--- src/rtl/wshb_arb_pkg.sv ---
// Shared types and constants for the two-requester Wishbone arbiter.
// The round-robin tie option is controlled by WSHB_ARB_RR_EN in wshb_arbiter.
package wshb_arb_pkg;

    typedef enum logic [1:0] {
        IDLE = 2'd0,
        GNT0 = 2'd1,
        GNT1 = 2'd2
    } arb_state_t;

    localparam int REQ_VGA = 0;
    localparam int REQ_WR  = 1;

    // One-hot grant vector {req1, req0} for a given arbiter state.
    function automatic logic [1:0] gnt_of(arb_state_t s);
        logic [1:0] g;
        g          = 2'b00;
        g[REQ_VGA] = (s == GNT0);
        g[REQ_WR]  = (s == GNT1);
        return g;
    endfunction

endpackage

--- src/rtl/wshb_if.sv ---
// Classic single-transfer Wishbone bundle shared by the frame reader,
// frame writer and the SDRAM controller port.
interface wshb_if #(
    parameter int DATA_W = 16,
    parameter int ADR_W  = 32
) ();

    logic [ADR_W-1:0]    adr;
    logic [DATA_W-1:0]   dat_ms;
    logic [DATA_W-1:0]   dat_sm;
    logic [DATA_W/8-1:0] sel;
    logic                we;
    logic                cyc;
    logic                stb;
    logic                ack;
    logic [2:0]          cti;
    logic [1:0]          bte;

    modport master (
        output adr, dat_ms, sel, we, cyc, stb, cti, bte,
        input  dat_sm, ack
    );

    modport slave (
        input  adr, dat_ms, sel, we, cyc, stb, cti, bte,
        output dat_sm, ack
    );

endinterface

--- src/rtl/arb_quota_cnt.sv ---
// Counts consecutive acknowledged transfers of the granted requester while
// the other one waits; expire flags the last transfer of the quota.
module arb_quota_cnt #(
    parameter int MAX_HOLD = 64,
    parameter int HOLD_W   = $clog2(MAX_HOLD)
) (
    input  logic CLK,
    input  logic NRST,
    input  logic inc,
    input  logic clr,
    output logic expire
);

    // A quota of one still needs a one-bit register.
    localparam int            CW   = (HOLD_W < 1) ? 1 : HOLD_W;
    localparam logic [CW-1:0] LAST = CW'(MAX_HOLD - 1);

    logic [CW-1:0] cnt;

    always_ff @(posedge CLK or negedge NRST) begin
        if (!NRST) begin
            cnt <= '0;
        end else if (clr) begin
            cnt <= '0;
        end else if (inc) begin
            cnt <= cnt + CW'(1);
        end
    end

    assign expire = (cnt == LAST);

endmodule

--- src/rtl/wshb_arbiter.sv ---
// Two-requester Wishbone arbiter for the shared SDRAM port with a per-grant
// transfer quota. Define WSHB_ARB_RR_EN for round-robin ties in IDLE.
//
// state | meaning
// IDLE  | no grant, master port driven to zero
// GNT0  | requester 0 (VGA reader) owns the master port
// GNT1  | requester 1 (frame writer) owns the master port
module wshb_arbiter
    import wshb_arb_pkg::*;
#(
    parameter int MAX_HOLD = 64,
    parameter int HOLD_W   = $clog2(MAX_HOLD)
) (
    input  logic       CLK,
    input  logic       NRST,
    wshb_if.slave      wshb_ifs_0,
    wshb_if.slave      wshb_ifs_1,
    wshb_if.master     wshb_ifm,
    output logic [1:0] GNT
);

    arb_state_t state;
    arb_state_t state_nxt;

    logic req0;
    logic req1;
    logic sel0;
    logic sel1;
    logic req_other;
    logic tie_to_1;
    logic quota_inc;
    logic quota_clr;
    logic quota_expire;

    assign req0 = wshb_ifs_0.cyc & wshb_ifs_0.stb;
    assign req1 = wshb_ifs_1.cyc & wshb_ifs_1.stb;

    assign GNT  = gnt_of(state);
    assign sel0 = GNT[REQ_VGA];
    assign sel1 = GNT[REQ_WR];

    assign req_other = (sel0 & req1) | (sel1 & req0);

`ifdef WSHB_ARB_RR_EN
    logic last_gnt;

    always_ff @(posedge CLK or negedge NRST) begin
        if (!NRST) begin
            last_gnt <= 1'b1;
        end else if (state_nxt != state) begin
            if (state_nxt == GNT0) begin
                last_gnt <= 1'b0;
            end else if (state_nxt == GNT1) begin
                last_gnt <= 1'b1;
            end
        end
    end

    assign tie_to_1 = ~last_gnt;
`else
    assign tie_to_1 = 1'b0;
`endif

    always_ff @(posedge CLK or negedge NRST) begin
        if (!NRST) begin
            state <= IDLE;
        end else begin
            state <= state_nxt;
        end
    end

    // A falling cyc of the owner outranks quota expiry in the same cycle.
    always_comb begin
        state_nxt = state;
        case (state)
            IDLE: begin
                if (req0 && req1) begin
                    state_nxt = tie_to_1 ? GNT1 : GNT0;
                end else if (req0) begin
                    state_nxt = GNT0;
                end else if (req1) begin
                    state_nxt = GNT1;
                end
            end
            GNT0: begin
                if (!wshb_ifs_0.cyc) begin
                    state_nxt = req1 ? GNT1 : IDLE;
                end else if (wshb_ifm.ack && req1 && quota_expire) begin
                    state_nxt = GNT1;
                end
            end
            GNT1: begin
                if (!wshb_ifs_1.cyc) begin
                    state_nxt = req0 ? GNT0 : IDLE;
                end else if (wshb_ifm.ack && req0 && quota_expire) begin
                    state_nxt = GNT0;
                end
            end
            default: state_nxt = IDLE;
        endcase
    end

    assign quota_inc = wshb_ifm.ack & req_other;
    assign quota_clr = (state_nxt != state) | ~req_other;

    arb_quota_cnt #(
        .MAX_HOLD (MAX_HOLD),
        .HOLD_W   (HOLD_W)
    ) u_quota (
        .CLK    (CLK),
        .NRST   (NRST),
        .inc    (quota_inc),
        .clr    (quota_clr),
        .expire (quota_expire)
    );

    assign wshb_ifm.adr    = sel0 ? wshb_ifs_0.adr    : (sel1 ? wshb_ifs_1.adr    : '0);
    assign wshb_ifm.dat_ms = sel0 ? wshb_ifs_0.dat_ms : (sel1 ? wshb_ifs_1.dat_ms : '0);
    assign wshb_ifm.sel    = sel0 ? wshb_ifs_0.sel    : (sel1 ? wshb_ifs_1.sel    : '0);
    assign wshb_ifm.we     = sel0 ? wshb_ifs_0.we     : (sel1 ? wshb_ifs_1.we     : 1'b0);
    assign wshb_ifm.cti    = sel0 ? wshb_ifs_0.cti    : (sel1 ? wshb_ifs_1.cti    : '0);
    assign wshb_ifm.bte    = sel0 ? wshb_ifs_0.bte    : (sel1 ? wshb_ifs_1.bte    : '0);
    assign wshb_ifm.cyc    = sel0 ? wshb_ifs_0.cyc    : (sel1 ? wshb_ifs_1.cyc    : 1'b0);
    assign wshb_ifm.stb    = sel0 ? wshb_ifs_0.stb    : (sel1 ? wshb_ifs_1.stb    : 1'b0);

    assign wshb_ifs_0.ack    = sel0 & wshb_ifm.ack;
    assign wshb_ifs_1.ack    = sel1 & wshb_ifm.ack;
    assign wshb_ifs_0.dat_sm = wshb_ifm.dat_sm;
    assign wshb_ifs_1.dat_sm = wshb_ifm.dat_sm;

endmodule

--- src/flat_wrapper.sv ---
// flat-port wrapper written by rule: the top's interface ports become plain ports
module wshb_arbiter_flat import wshb_arb_pkg::*;
#(
    parameter int MAX_HOLD = 64,
    parameter int HOLD_W   = $clog2(MAX_HOLD)
)
  (CLK, NRST, GNT, wshb_ifs_0_adr, wshb_ifs_0_dat_ms, wshb_ifs_0_sel, wshb_ifs_0_we, wshb_ifs_0_cyc, wshb_ifs_0_stb, wshb_ifs_0_cti, wshb_ifs_0_bte, wshb_ifs_0_dat_sm, wshb_ifs_0_ack, wshb_ifs_1_adr, wshb_ifs_1_dat_ms, wshb_ifs_1_sel, wshb_ifs_1_we, wshb_ifs_1_cyc, wshb_ifs_1_stb, wshb_ifs_1_cti, wshb_ifs_1_bte, wshb_ifs_1_dat_sm, wshb_ifs_1_ack, wshb_ifm_adr, wshb_ifm_dat_ms, wshb_ifm_sel, wshb_ifm_we, wshb_ifm_cyc, wshb_ifm_stb, wshb_ifm_cti, wshb_ifm_bte, wshb_ifm_dat_sm, wshb_ifm_ack);
  wshb_if wshb_ifs_0_i ();
  wshb_if wshb_ifs_1_i ();
  wshb_if wshb_ifm_i ();
  input  logic CLK;
  input  logic NRST;
  output logic [1:0] GNT;
  input wire logic [$bits(wshb_ifs_0_i.adr)-1:0] wshb_ifs_0_adr;
  input wire logic [$bits(wshb_ifs_0_i.dat_ms)-1:0] wshb_ifs_0_dat_ms;
  input wire logic [$bits(wshb_ifs_0_i.sel)-1:0] wshb_ifs_0_sel;
  input wire logic [$bits(wshb_ifs_0_i.we)-1:0] wshb_ifs_0_we;
  input wire logic [$bits(wshb_ifs_0_i.cyc)-1:0] wshb_ifs_0_cyc;
  input wire logic [$bits(wshb_ifs_0_i.stb)-1:0] wshb_ifs_0_stb;
  input wire logic [$bits(wshb_ifs_0_i.cti)-1:0] wshb_ifs_0_cti;
  input wire logic [$bits(wshb_ifs_0_i.bte)-1:0] wshb_ifs_0_bte;
  output wire logic [$bits(wshb_ifs_0_i.dat_sm)-1:0] wshb_ifs_0_dat_sm;
  output wire logic [$bits(wshb_ifs_0_i.ack)-1:0] wshb_ifs_0_ack;
  input wire logic [$bits(wshb_ifs_1_i.adr)-1:0] wshb_ifs_1_adr;
  input wire logic [$bits(wshb_ifs_1_i.dat_ms)-1:0] wshb_ifs_1_dat_ms;
  input wire logic [$bits(wshb_ifs_1_i.sel)-1:0] wshb_ifs_1_sel;
  input wire logic [$bits(wshb_ifs_1_i.we)-1:0] wshb_ifs_1_we;
  input wire logic [$bits(wshb_ifs_1_i.cyc)-1:0] wshb_ifs_1_cyc;
  input wire logic [$bits(wshb_ifs_1_i.stb)-1:0] wshb_ifs_1_stb;
  input wire logic [$bits(wshb_ifs_1_i.cti)-1:0] wshb_ifs_1_cti;
  input wire logic [$bits(wshb_ifs_1_i.bte)-1:0] wshb_ifs_1_bte;
  output wire logic [$bits(wshb_ifs_1_i.dat_sm)-1:0] wshb_ifs_1_dat_sm;
  output wire logic [$bits(wshb_ifs_1_i.ack)-1:0] wshb_ifs_1_ack;
  output wire logic [$bits(wshb_ifm_i.adr)-1:0] wshb_ifm_adr;
  output wire logic [$bits(wshb_ifm_i.dat_ms)-1:0] wshb_ifm_dat_ms;
  output wire logic [$bits(wshb_ifm_i.sel)-1:0] wshb_ifm_sel;
  output wire logic [$bits(wshb_ifm_i.we)-1:0] wshb_ifm_we;
  output wire logic [$bits(wshb_ifm_i.cyc)-1:0] wshb_ifm_cyc;
  output wire logic [$bits(wshb_ifm_i.stb)-1:0] wshb_ifm_stb;
  output wire logic [$bits(wshb_ifm_i.cti)-1:0] wshb_ifm_cti;
  output wire logic [$bits(wshb_ifm_i.bte)-1:0] wshb_ifm_bte;
  input wire logic [$bits(wshb_ifm_i.dat_sm)-1:0] wshb_ifm_dat_sm;
  input wire logic [$bits(wshb_ifm_i.ack)-1:0] wshb_ifm_ack;
  assign wshb_ifs_0_i.adr = wshb_ifs_0_adr;
  assign wshb_ifs_0_i.dat_ms = wshb_ifs_0_dat_ms;
  assign wshb_ifs_0_i.sel = wshb_ifs_0_sel;
  assign wshb_ifs_0_i.we = wshb_ifs_0_we;
  assign wshb_ifs_0_i.cyc = wshb_ifs_0_cyc;
  assign wshb_ifs_0_i.stb = wshb_ifs_0_stb;
  assign wshb_ifs_0_i.cti = wshb_ifs_0_cti;
  assign wshb_ifs_0_i.bte = wshb_ifs_0_bte;
  assign wshb_ifs_0_dat_sm = wshb_ifs_0_i.dat_sm;
  assign wshb_ifs_0_ack = wshb_ifs_0_i.ack;
  assign wshb_ifs_1_i.adr = wshb_ifs_1_adr;
  assign wshb_ifs_1_i.dat_ms = wshb_ifs_1_dat_ms;
  assign wshb_ifs_1_i.sel = wshb_ifs_1_sel;
  assign wshb_ifs_1_i.we = wshb_ifs_1_we;
  assign wshb_ifs_1_i.cyc = wshb_ifs_1_cyc;
  assign wshb_ifs_1_i.stb = wshb_ifs_1_stb;
  assign wshb_ifs_1_i.cti = wshb_ifs_1_cti;
  assign wshb_ifs_1_i.bte = wshb_ifs_1_bte;
  assign wshb_ifs_1_dat_sm = wshb_ifs_1_i.dat_sm;
  assign wshb_ifs_1_ack = wshb_ifs_1_i.ack;
  assign wshb_ifm_adr = wshb_ifm_i.adr;
  assign wshb_ifm_dat_ms = wshb_ifm_i.dat_ms;
  assign wshb_ifm_sel = wshb_ifm_i.sel;
  assign wshb_ifm_we = wshb_ifm_i.we;
  assign wshb_ifm_cyc = wshb_ifm_i.cyc;
  assign wshb_ifm_stb = wshb_ifm_i.stb;
  assign wshb_ifm_cti = wshb_ifm_i.cti;
  assign wshb_ifm_bte = wshb_ifm_i.bte;
  assign wshb_ifm_i.dat_sm = wshb_ifm_dat_sm;
  assign wshb_ifm_i.ack = wshb_ifm_ack;
  wshb_arbiter #(.MAX_HOLD(MAX_HOLD), .HOLD_W(HOLD_W)) u_core (.CLK(CLK), .NRST(NRST), .wshb_ifs_0(wshb_ifs_0_i), .wshb_ifs_1(wshb_ifs_1_i), .wshb_ifm(wshb_ifm_i), .GNT(GNT));
endmodule
--- config.mk ---
export PLATFORM = sky130hd
export DESIGN_NAME = wshb_arbiter_flat
export DESIGN_NICKNAME = d
export VERILOG_FILES = /design/src/rtl/wshb_arb_pkg.sv /design/src/rtl/wshb_if.sv /design/src/rtl/arb_quota_cnt.sv /design/src/rtl/wshb_arbiter.sv /design/src/flat_wrapper.sv
export SDC_FILE = /design/constraint.sdc
export NUM_CORES = 1
export LEC_CHECK = 0
export CAP_MARGIN = 30
export CORE_AREA = 2 2 88 90
export CTS_BUF_LIST = sky130_fd_sc_hd__clkbuf_8
export DETAILED_ROUTE_END_ITERATION = 16
export DIE_AREA = 0 0 90 92
export PLACE_DENSITY = 0.71
export SKIP_CTS_REPAIR_TIMING = 1
export SLEW_MARGIN = 20
export SYNTH_ARGS = -nofsm -noshare
export SYNTH_HDL_FRONTEND = slang
export SYNTH_SLANG_ARGS = --single-unit
--- constraint.sdc ---
create_clock -name CLK -period 1.8 [get_ports CLK]
set_clock_uncertainty 0.1 [all_clocks]
set_input_delay 0.54 -clock CLK [delete_from_list [all_inputs] [get_ports CLK]]
set_output_delay 0.54 -clock CLK [all_outputs]
set_load 0.01 [all_outputs]
==> reports/summary.json, run 1 <==
{
  "run_status": "complete, but fails checks",
  "failed_checks": "setup timing",
  "hold_path.class": "in -> async",
  "antennaDiodeCount": 0,
  "cts_max_path_buffers": 2,
  "clkLatencyLatePin_ns": 0.24,
  "netlist_area_before_placement_mm2": 0.001329,
  "power_density_mw_per_mm2": 462.8,
  "synth-async-reset-ratio": 1.000,
  "die_width_um": 90,
  "final_net_count": 441,
  "slew_headroom": 0.7626,
  "synth_area_per_cell_um2": 8.464,
  "synth.top_cells.by_area": "sky130_fd_sc_hd__a22o_1, sky130_fd_sc_hd__buf_4, sky130_fd_sc_hd__dfrtp_1",
  "finalSetupViolCount": 62,
  "synth.yosys.warnings": 0,
  "critical_path_required_ns": 1.16,
  "numPlacedInstances": 402,
  "actual_slew_at_the_worst_max_slew_pin_ns": 0.3549,
  "io_buffer_count": 180,
  "yosys_most_used_dff": "sky130_fd_sc_hd__dfrtp_1",
  "die_height_um": 92,
  "setup_slack_ns": -0.2880,
  "clock-sinks": 8,
  "grt_pass1_wl_um": 9163,
  "hold_ws_ns": 0.4773,
  "setup.worst_path.class": "reg -> out",
  "vias_per_cell": 4.449,
  "min_cycle_time_layout_ns": 2.088,
  "synth_cells": 157,
  "detail_route.drc_violations": 0,
  "placement_rows": 32,
  "avgRoutedWirePerCell_um": 14.90,
  "die_area_mm2": 0.008280,
  "remaining_overflow_grt": 0,
  "worstPathMaxFanout": 32,
  "syn_nets": 293,
  "initialDrtViolationCount": 35,
  "timing.fmax_ghz": 0.4789,
  "totalWireLength_um": 6035,
  "cts-root-buf": "sky130_fd_sc_hd__clkbuf_8",
  "worstSetupEndpointType": "output port",
  "floorplan.io_pins": 229,
  "number_of_clock_buffers_inserted_by_tritoncts": 3,
  "antenna_violating_nets_post_route": 0,
  "synth_largest_area_cell": "sky130_fd_sc_hd__a22o_1",
  "final.period_utilization": 1.160,
  "grt_start_max_net_pins": 37,
  "ys_ff_latch": 8,
  "r2r_start": "u_core.state[1]$_DFF_PN0_",
  "cts_tree": "yes",
  "globalRouteTotalUtil": 0.1324,
  "number_of_global_route_vias_before_repair": 1737,
  "synthToLayoutAreaGrowth_pct": 113.7,
  "timing.final.max_slew_violations": 0,
  "detail_route.first_pass.iterations": 4,
  "antenna_found_initial": 0,
  "rsz0062_at_grt": "true",
  "cp_slowest_cell": "sky130_fd_sc_hd__dfrtp_1",
  "instances_no_fill": 405,
  "arrival_ns": 1.45,
  "setup.worst_path.start_class": "flop",
  "number_of_cell_instances_on_the_worst_register_to_register_path": 5,
  "finalHoldViolCount": 0,
  "vdd.ir_drop.worst_mv": 0.3336,
  "netlist-cell-type-count": 27,
  "endpoint": "wshb_ifm_dat_ms[5]",
  "post-dp-hpwl_um": 4874,
  "r2r_slack_ns": 0.25,
  "yosys.area.top_type_share": 0.3889,
  "synth_enable_flop_cells": 0,
  "clock_tree.htree_level_count": 1,
  "drive_above_1_share": 0.2805,
  "r2r_end": "u_core.u_quota.cnt[0]$_DFFE_PN0P_",
  "clkSlewWorstSetupHoldPaths_ns": 0.05,
  "via_count_of_the_routed_design": 1802,
  "critPathMaxStageDelay_ns": 0.41,
  "synth.yosys.seq_area_share": 0.1507,
  "start_util": 0.1784,
  "max_cap_viol_count": 0,
  "critical_path_source": "u_core.state[0]$_DFF_PN0_",
  "overall_power_after_layout_mw": 1.314,
  "total_leakage_power_nw": 1.288,
  "gp_congestion": 0.7419,
  "timing.critical_path.cells": "and2b_2, buf_12, a22o_1, dlymetal6s2s_1",
  "core_region_area_mm2": 0.007447
}
## layout by cell type, fill, tap and decap left out, types with 2 or more instances in the layout
cell	instances
sky130_fd_sc_hd__nor2_1	3
sky130_fd_sc_hd__buf_12	4
sky130_fd_sc_hd__nand2_1	6
sky130_fd_sc_hd__buf_4	8
sky130_fd_sc_hd__buf_6	4
sky130_fd_sc_hd__dlymetal6s2s_1	2
sky130_fd_sc_hd__nor2b_4	2
sky130_fd_sc_hd__xor2_1	3
sky130_fd_sc_hd__dfrtp_1	8
sky130_fd_sc_hd__nor3_1	4
sky130_fd_sc_hd__mux2i_1	2
sky130_fd_sc_hd__clkdlybuf4s50_1	117
sky130_fd_sc_hd__a22o_1	59
sky130_fd_sc_hd__clkbuf_2	31
sky130_fd_sc_hd__buf_2	27
sky130_fd_sc_hd__a21oi_1	3
sky130_fd_sc_hd__clkbuf_8	3
## worst max-delay path, delay by kind of cell (launching register included)
family	cells	cell delay, ns
buffers and inverters	2	0.35
AOI/OAI and AO/OA	1	0.19
and+or+nand+nor	1	0.25
DFF	1	0.41
## registers in the layout, indices dropped and copies added, names as in the netlist
register / count
u_core.u_quota.cnt: 6
u_core.state: 2
## cell usage after synthesis, drive strengths merged, types with 2 or more instances
library cell and count:
nor2 3, nor2b 3, a21oi 3, buf 50, nor3 4, a22o 59, dfrtp 8, xor2 3
nand2 6, and2 2, mux2i 2
## final cells by class
type / instances / area [um^2]
Fill cell: 804 / 4608
Timing Repair Buffer: 193 / 1672
Multi-Input combinational cell: 98 / 794.5
Sequential cell: 8 / 200.2
Tap cell: 102 / 127.6
Clock buffer: 3 / 41.29
Inverter: 1 / 3.754
## layer usage
metal,wire length (um),part of all wire,vias up,global-route usage
met5,0,0,-,0
met4,51,0.0085,0,0.03333
met3,413,0.068,5,0.02629
met2,3114,0.52,95,0.2412
met1,2456,0.41,845,0.1592
li1,-,-,857,-
## how the worst min path moves through the flow
stage                                                 start                           endpoint  slack, ns  depth (start not counted)
after floorplan                                        NRST          u_core.state[0]$_DFF_PN0_       0.14                          0
after global placement    u_core.u_quota.cnt[4]$_DFFE_PN0P_  u_core.u_quota.cnt[4]$_DFFE_PN0P_       0.44                          2
after detailed placement  u_core.u_quota.cnt[4]$_DFFE_PN0P_  u_core.u_quota.cnt[4]$_DFFE_PN0P_       0.48                          2
after CTS                                              NRST  u_core.u_quota.cnt[1]$_DFFE_PN0P_       0.49                          1
after global routing                                   NRST  u_core.u_quota.cnt[1]$_DFFE_PN0P_       0.52                          1
final                                                  NRST  u_core.u_quota.cnt[1]$_DFFE_PN0P_       0.48                          1
## cell families (layout without fill, tap and decap cells)
logic type | after synthesis | in the layout | synth area share
buf+inv | 51 | 197 | 0.2665
compound gates | 67 | 67 | 0.4275
xor+xnor | 4 | 4 | 0.02637
mux | 2 | 2 | 0.01507
flops | 8 | 8 | 0.1507
fa+ha+maj | 1 | 1 | 0.009415
simple gates | 24 | 24 | 0.1045
## report_power, final
part	total [mW]	internal (mW)	switching, mW
clock network	0.226	0.146	0.0802
registers	0.191	0.186	0.00486
logic	0.897	0.538	0.359
## metrics by stage
step / TNS (ns) / area, um^2 / setup slack, ns / util
2_1_floorplan: 0 / 1329 / 0.08241 / -
3_3_place_gp: -32.10 / 3064 / -0.7432 / 0.4115
3_5_place_dp: -32.52 / 3064 / -0.7846 / 0.4115
4_1_cts: -39.25 / 3105 / -0.7855 / 0.4170
5_1_grt: -16.96 / 2839 / -0.3479 / 0.3812
6_report: -14.23 / 2839 / -0.2880 / 0.3812
No activity file was read; power rests on OpenSTA's default activity.
==> run 2: changes to the inputs <==
- CELL_PAD_IN_SITES_DETAIL_PLACEMENT: unset -> 2
- CELL_PAD_IN_SITES_GLOBAL_PLACEMENT: unset -> 2
- CORE_AREA: 2 2 88 90 -> unset
- CORE_MARGIN: unset -> 2
- CORE_UTILIZATION: unset -> 10
- DIE_AREA: 0 0 90 92 -> unset
- PLACE_DENSITY: 0.71 -> unset
- PLACE_DENSITY_LB_ADDON: unset -> 0.1
==> run 2 against run 1 <==
Effect of this change: the flow still finishes with violations (setup timing); worst hold slack lost 0.0019 ns; register-to-register slack got worse by 0.17 ns; combinational power is 32% higher; final cell count up 27%; clock power shrank 7%; critical path depth is the same; global-route usage shrank 1.4 points; critical path type unchanged; largest power group unchanged.
==> reports/summary.json, run 2 (synthesis results as in run 1) <==
{
  "run_status": {"value": "complete, but fails checks", "change": "unchanged"},
  "failed_checks": {"value": "setup timing", "change": "unchanged"},
  "setup.worst_path.start_class": {"value": "flop", "change": "unchanged"},
  "rsz0062_at_grt": {"value": "true", "change": "unchanged"},
  "avgRoutedWirePerCell": {"value": 18.57, "unit": "um", "change": "was 14.90 um"},
  "worstPathMaxFanout": {"value": 10, "change": "was 32"},
  "die_area": {"value": 0.01423, "unit": "mm^2", "change": "was 0.008280 mm^2"},
  "antenna_found_initial": {"value": 0, "change": "unchanged"},
  "totalWireLength": {"value": 9543, "unit": "um", "change": "was 6035 um"},
  "timing.critical_path.cells": {"value": "and2b_4, buf_6, and2_2, clkdlybuf4s50_1", "change": "was and2b_2, buf_12, a22o_1, dlymetal6s2s_1"},
  "clock_tree.htree_level_count": {"value": 1, "change": "unchanged"},
  "start_util": {"value": 0.1015, "change": "was 0.1784"},
  "cts_max_path_buffers": {"value": 2, "change": "unchanged"},
  "setup.worst_path.class": {"value": "reg -> out", "change": "unchanged"},
  "actual_slew_at_the_worst_max_slew_pin": {"value": 0.4187, "unit": "ns", "change": "was 0.3549 ns"},
  "drive_above_1_share": {"value": 0.3432, "change": "was 0.2805"},
  "min_cycle_time_layout": {"value": 2.438, "unit": "ns", "change": "was 2.088 ns"},
  "antenna_violating_nets_post_route": {"value": 0, "change": "unchanged"},
  "clkSlewWorstSetupHoldPaths": {"value": 0.04, "unit": "ns", "change": "was 0.05 ns"},
  "critPathMaxStageDelay": {"value": 0.53, "unit": "ns", "change": "was 0.41 ns"},
  "globalRouteTotalUtil": {"value": 0.1186, "change": "was 0.1324"},
  "final_util": {"value": 0.2589, "change": "was 0.3812"},
  "final_common_cell": {"value": "sky130_fd_sc_hd__clkdlybuf4s50_1", "change": "unchanged"},
  "arrival": {"value": 1.80, "unit": "ns", "change": "was 1.45 ns"},
  "ff_latch_area": {"value": 200.2, "unit": "um^2", "change": "unchanged"},
  "timing.fmax": {"value": 0.4102, "unit": "GHz", "change": "was 0.4789 GHz"},
  "slew_headroom": {"value": 0.7200, "change": "was 0.7626"},
  "number_of_global_route_vias_before_repair": {"value": 2008, "change": "was 1737"},
  "place_ws": {"value": -0.8026, "unit": "ns", "change": "was -0.7846 ns"},
  "grt_pass1_wl": {"value": 13050, "unit": "um", "change": "was 9163 um"},
  "biggestRegsByFlops": {"value": "u_core.u_quota.cnt (6), u_core.state (2)", "change": "unchanged"},
  "numPlacedInstances": {"value": 483, "change": "was 402"},
  "floorplan.io_pins": {"value": 229, "change": "unchanged"},
  "remaining_overflow_grt": {"value": 0, "change": "unchanged"},
  "grt_start_max_net_pins": {"value": 25, "change": "was 37"},
  "detail_route.drc_violations": {"value": 0, "change": "unchanged"},
  "registers.top_by_ff_count": {"value": "u_core.u_quota.cnt", "change": "unchanged"},
  "largest_register_ff_count": {"value": 6, "change": "unchanged"},
  "vias_per_cell": {"value": 3.854, "change": "was 4.449"},
  "hold_ws": {"value": 0.4754, "unit": "ns", "change": "was 0.4773 ns"},
  "clock-sinks": {"value": 8, "change": "unchanged"},
  "critical_path_required": {"value": 1.16, "unit": "ns", "change": "about the same"},
  "post-dp-hpwl": {"value": 7643, "unit": "um", "change": "was 4874 um"},
  "cts-root-buf": {"value": "sky130_fd_sc_hd__clkbuf_8", "change": "unchanged"},
  "vdd.ir_drop.worst": {"value": 0.2005, "unit": "mV", "change": "was 0.3336 mV"},
  "die_height": {"value": 119.3, "unit": "um", "change": "was 92 um"},
  "setup_slack": {"value": -0.6380, "unit": "ns", "change": "was -0.2880 ns"},
  "number_of_clock_buffers_inserted_by_tritoncts": {"value": 3, "change": "unchanged"},
  "timing.final.max_slew_violations": {"value": 0, "change": "unchanged"},
  "total_leakage_power": {"value": 1.488, "unit": "nW", "change": "was 1.288 nW"},
  "nFillCells": {"value": 1460, "change": "was 804"},
  "final.period_utilization": {"value": 1.354, "change": "was 1.160"},
  "via_count_of_the_routed_design": {"value": 1981, "change": "was 1802"},
  "gp_congestion": {"value": 0.7205, "change": "was 0.7419"},
  "finalHoldViolCount": {"value": 0, "change": "unchanged"},
  "worstSetupEndpointType": {"value": "output port", "change": "unchanged"},
  "detail_route.first_pass.iterations": {"value": 3, "change": "was 4"},
  "die_width": {"value": 119.3, "unit": "um", "change": "was 90 um"},
  "synthToLayoutAreaGrowth": {"value": 155.0, "unit": "%", "change": "was 113.7%"},
  "initialDrtViolationCount": {"value": 29, "change": "was 35"},
  "finalSetupViolCount": {"value": 67, "change": "was 62"},
  "final_net_count": {"value": 476, "change": "was 441"},
  "instances_no_fill": {"value": 514, "change": "was 405"},
  "clkLatencyLatePin": {"value": 0.22, "unit": "ns", "change": "was 0.24 ns"},
  "multi_input_comb_area": {"value": 799.5, "unit": "um^2", "change": "was 794.5 um^2"},
  "placement_rows": {"value": 42, "change": "was 32"},
  "cp_slowest_cell": {"value": "sky130_fd_sc_hd__clkdlybuf4s50_1", "change": "was sky130_fd_sc_hd__dfrtp_1"},
  "final_cell_mix": {"value": "sky130_fd_sc_hd__clkdlybuf4s50_1, sky130_fd_sc_hd__a22o_1, sky130_fd_sc_hd__clkbuf_2, sky130_fd_sc_hd__buf_4, sky130_fd_sc_hd__buf_6", "change": "was sky130_fd_sc_hd__clkdlybuf4s50_1, sky130_fd_sc_hd__a22o_1, sky130_fd_sc_hd__clkbuf_2, sky130_fd_sc_hd__buf_2"},
  "cts_tree": {"value": "yes", "change": "unchanged"},
  "io_buffer_count": {"value": 180, "change": "unchanged"},
  "antennaDiodeCount": {"value": 0, "change": "unchanged"},
  "core_region_area": {"value": 0.01309, "unit": "mm^2", "change": "was 0.007447 mm^2"},
  "power_density": {"value": 465.8, "unit": "mW/mm^2", "change": "was 462.8 mW/mm^2"},
  "max_cap_viol_count": {"value": 0, "change": "unchanged"},
  "setup-tns-final": {"value": -21.45, "unit": "ns", "change": "was -14.23 ns"},
  "hold_path.class": {"value": "reg -> reg", "change": "was in -> async"}
}
-- run 2: final timing paths --
kind                                                        start                           endpoint  slack, ns  cells past startpoint
worst max-delay path                    u_core.state[1]$_DFF_PN0_                     wshb_ifs_0_ack      -0.64                      4
worst min-delay path            u_core.u_quota.cnt[4]$_DFFE_PN0P_  u_core.u_quota.cnt[4]$_DFFE_PN0P_       0.48                      2
worst max register to register          u_core.state[1]$_DFF_PN0_  u_core.u_quota.cnt[0]$_DFFE_PN0P_       0.08                      6
worst min register to register  u_core.u_quota.cnt[4]$_DFFE_PN0P_  u_core.u_quota.cnt[4]$_DFFE_PN0P_       0.48                      2
max in group asynchronous                                    NRST          u_core.state[0]$_DFF_PN0_       0.79                      1
min in group asynchronous                                    NRST  u_core.u_quota.cnt[0]$_DFFE_PN0P_       0.52                      1
-- run 2: final cells by class --
class	instances	area share
Clock buffer	3	0.01219
Inverter	1	0.001108
Multi-Input combinational cell	98	0.2360
Sequential cell	8	0.05908
Tap cell	176	0.06499
Timing Repair Buffer	228	0.6267
-- run 2: where the power goes --
part / switching, mW / internal (mW) / leakage [nW] / total (mW)
Sequential: 0.00475 / 0.186 / 0.110 / 0.191
Combinational: 0.445 / 0.732 / 1.36 / 1.18
Clock: 0.0662 / 0.145 / 0.0216 / 0.211
-- run 2: metal layers --
| layer | vias up | part of all wire | wire [um] | global-route usage |
|---|---|---|---|---|
| li1 | 932 | - | - | - |
| met1 | 937 | 0.46 | 4385 | 0.1551 |
| met2 | 112 | 0.48 | 4574 | 0.2019 |
| met3 | 0 | 0.061 | 583 | 0.03352 |
| met4 | 0 | 0 | 0 | 0.008929 |
| met5 | - | 0 | 0 | 0 |
-- run 2: worst max-delay path: cells and delay by family (launching register included) --
kind,cells,cell delay [ns]
flops,1,0.38
simple gates,2,0.49
buf+inv,2,0.70
-- run 2: metrics by stage --
stage	instance area, um^2	total power, mW
6_report	3388	1.578
5_1_grt	3388	1.688
4_1_cts	3251	1.525
3_5_place_dp	3209	1.305
3_3_place_gp	3209	1.308
2_1_floorplan	1329	0.6433
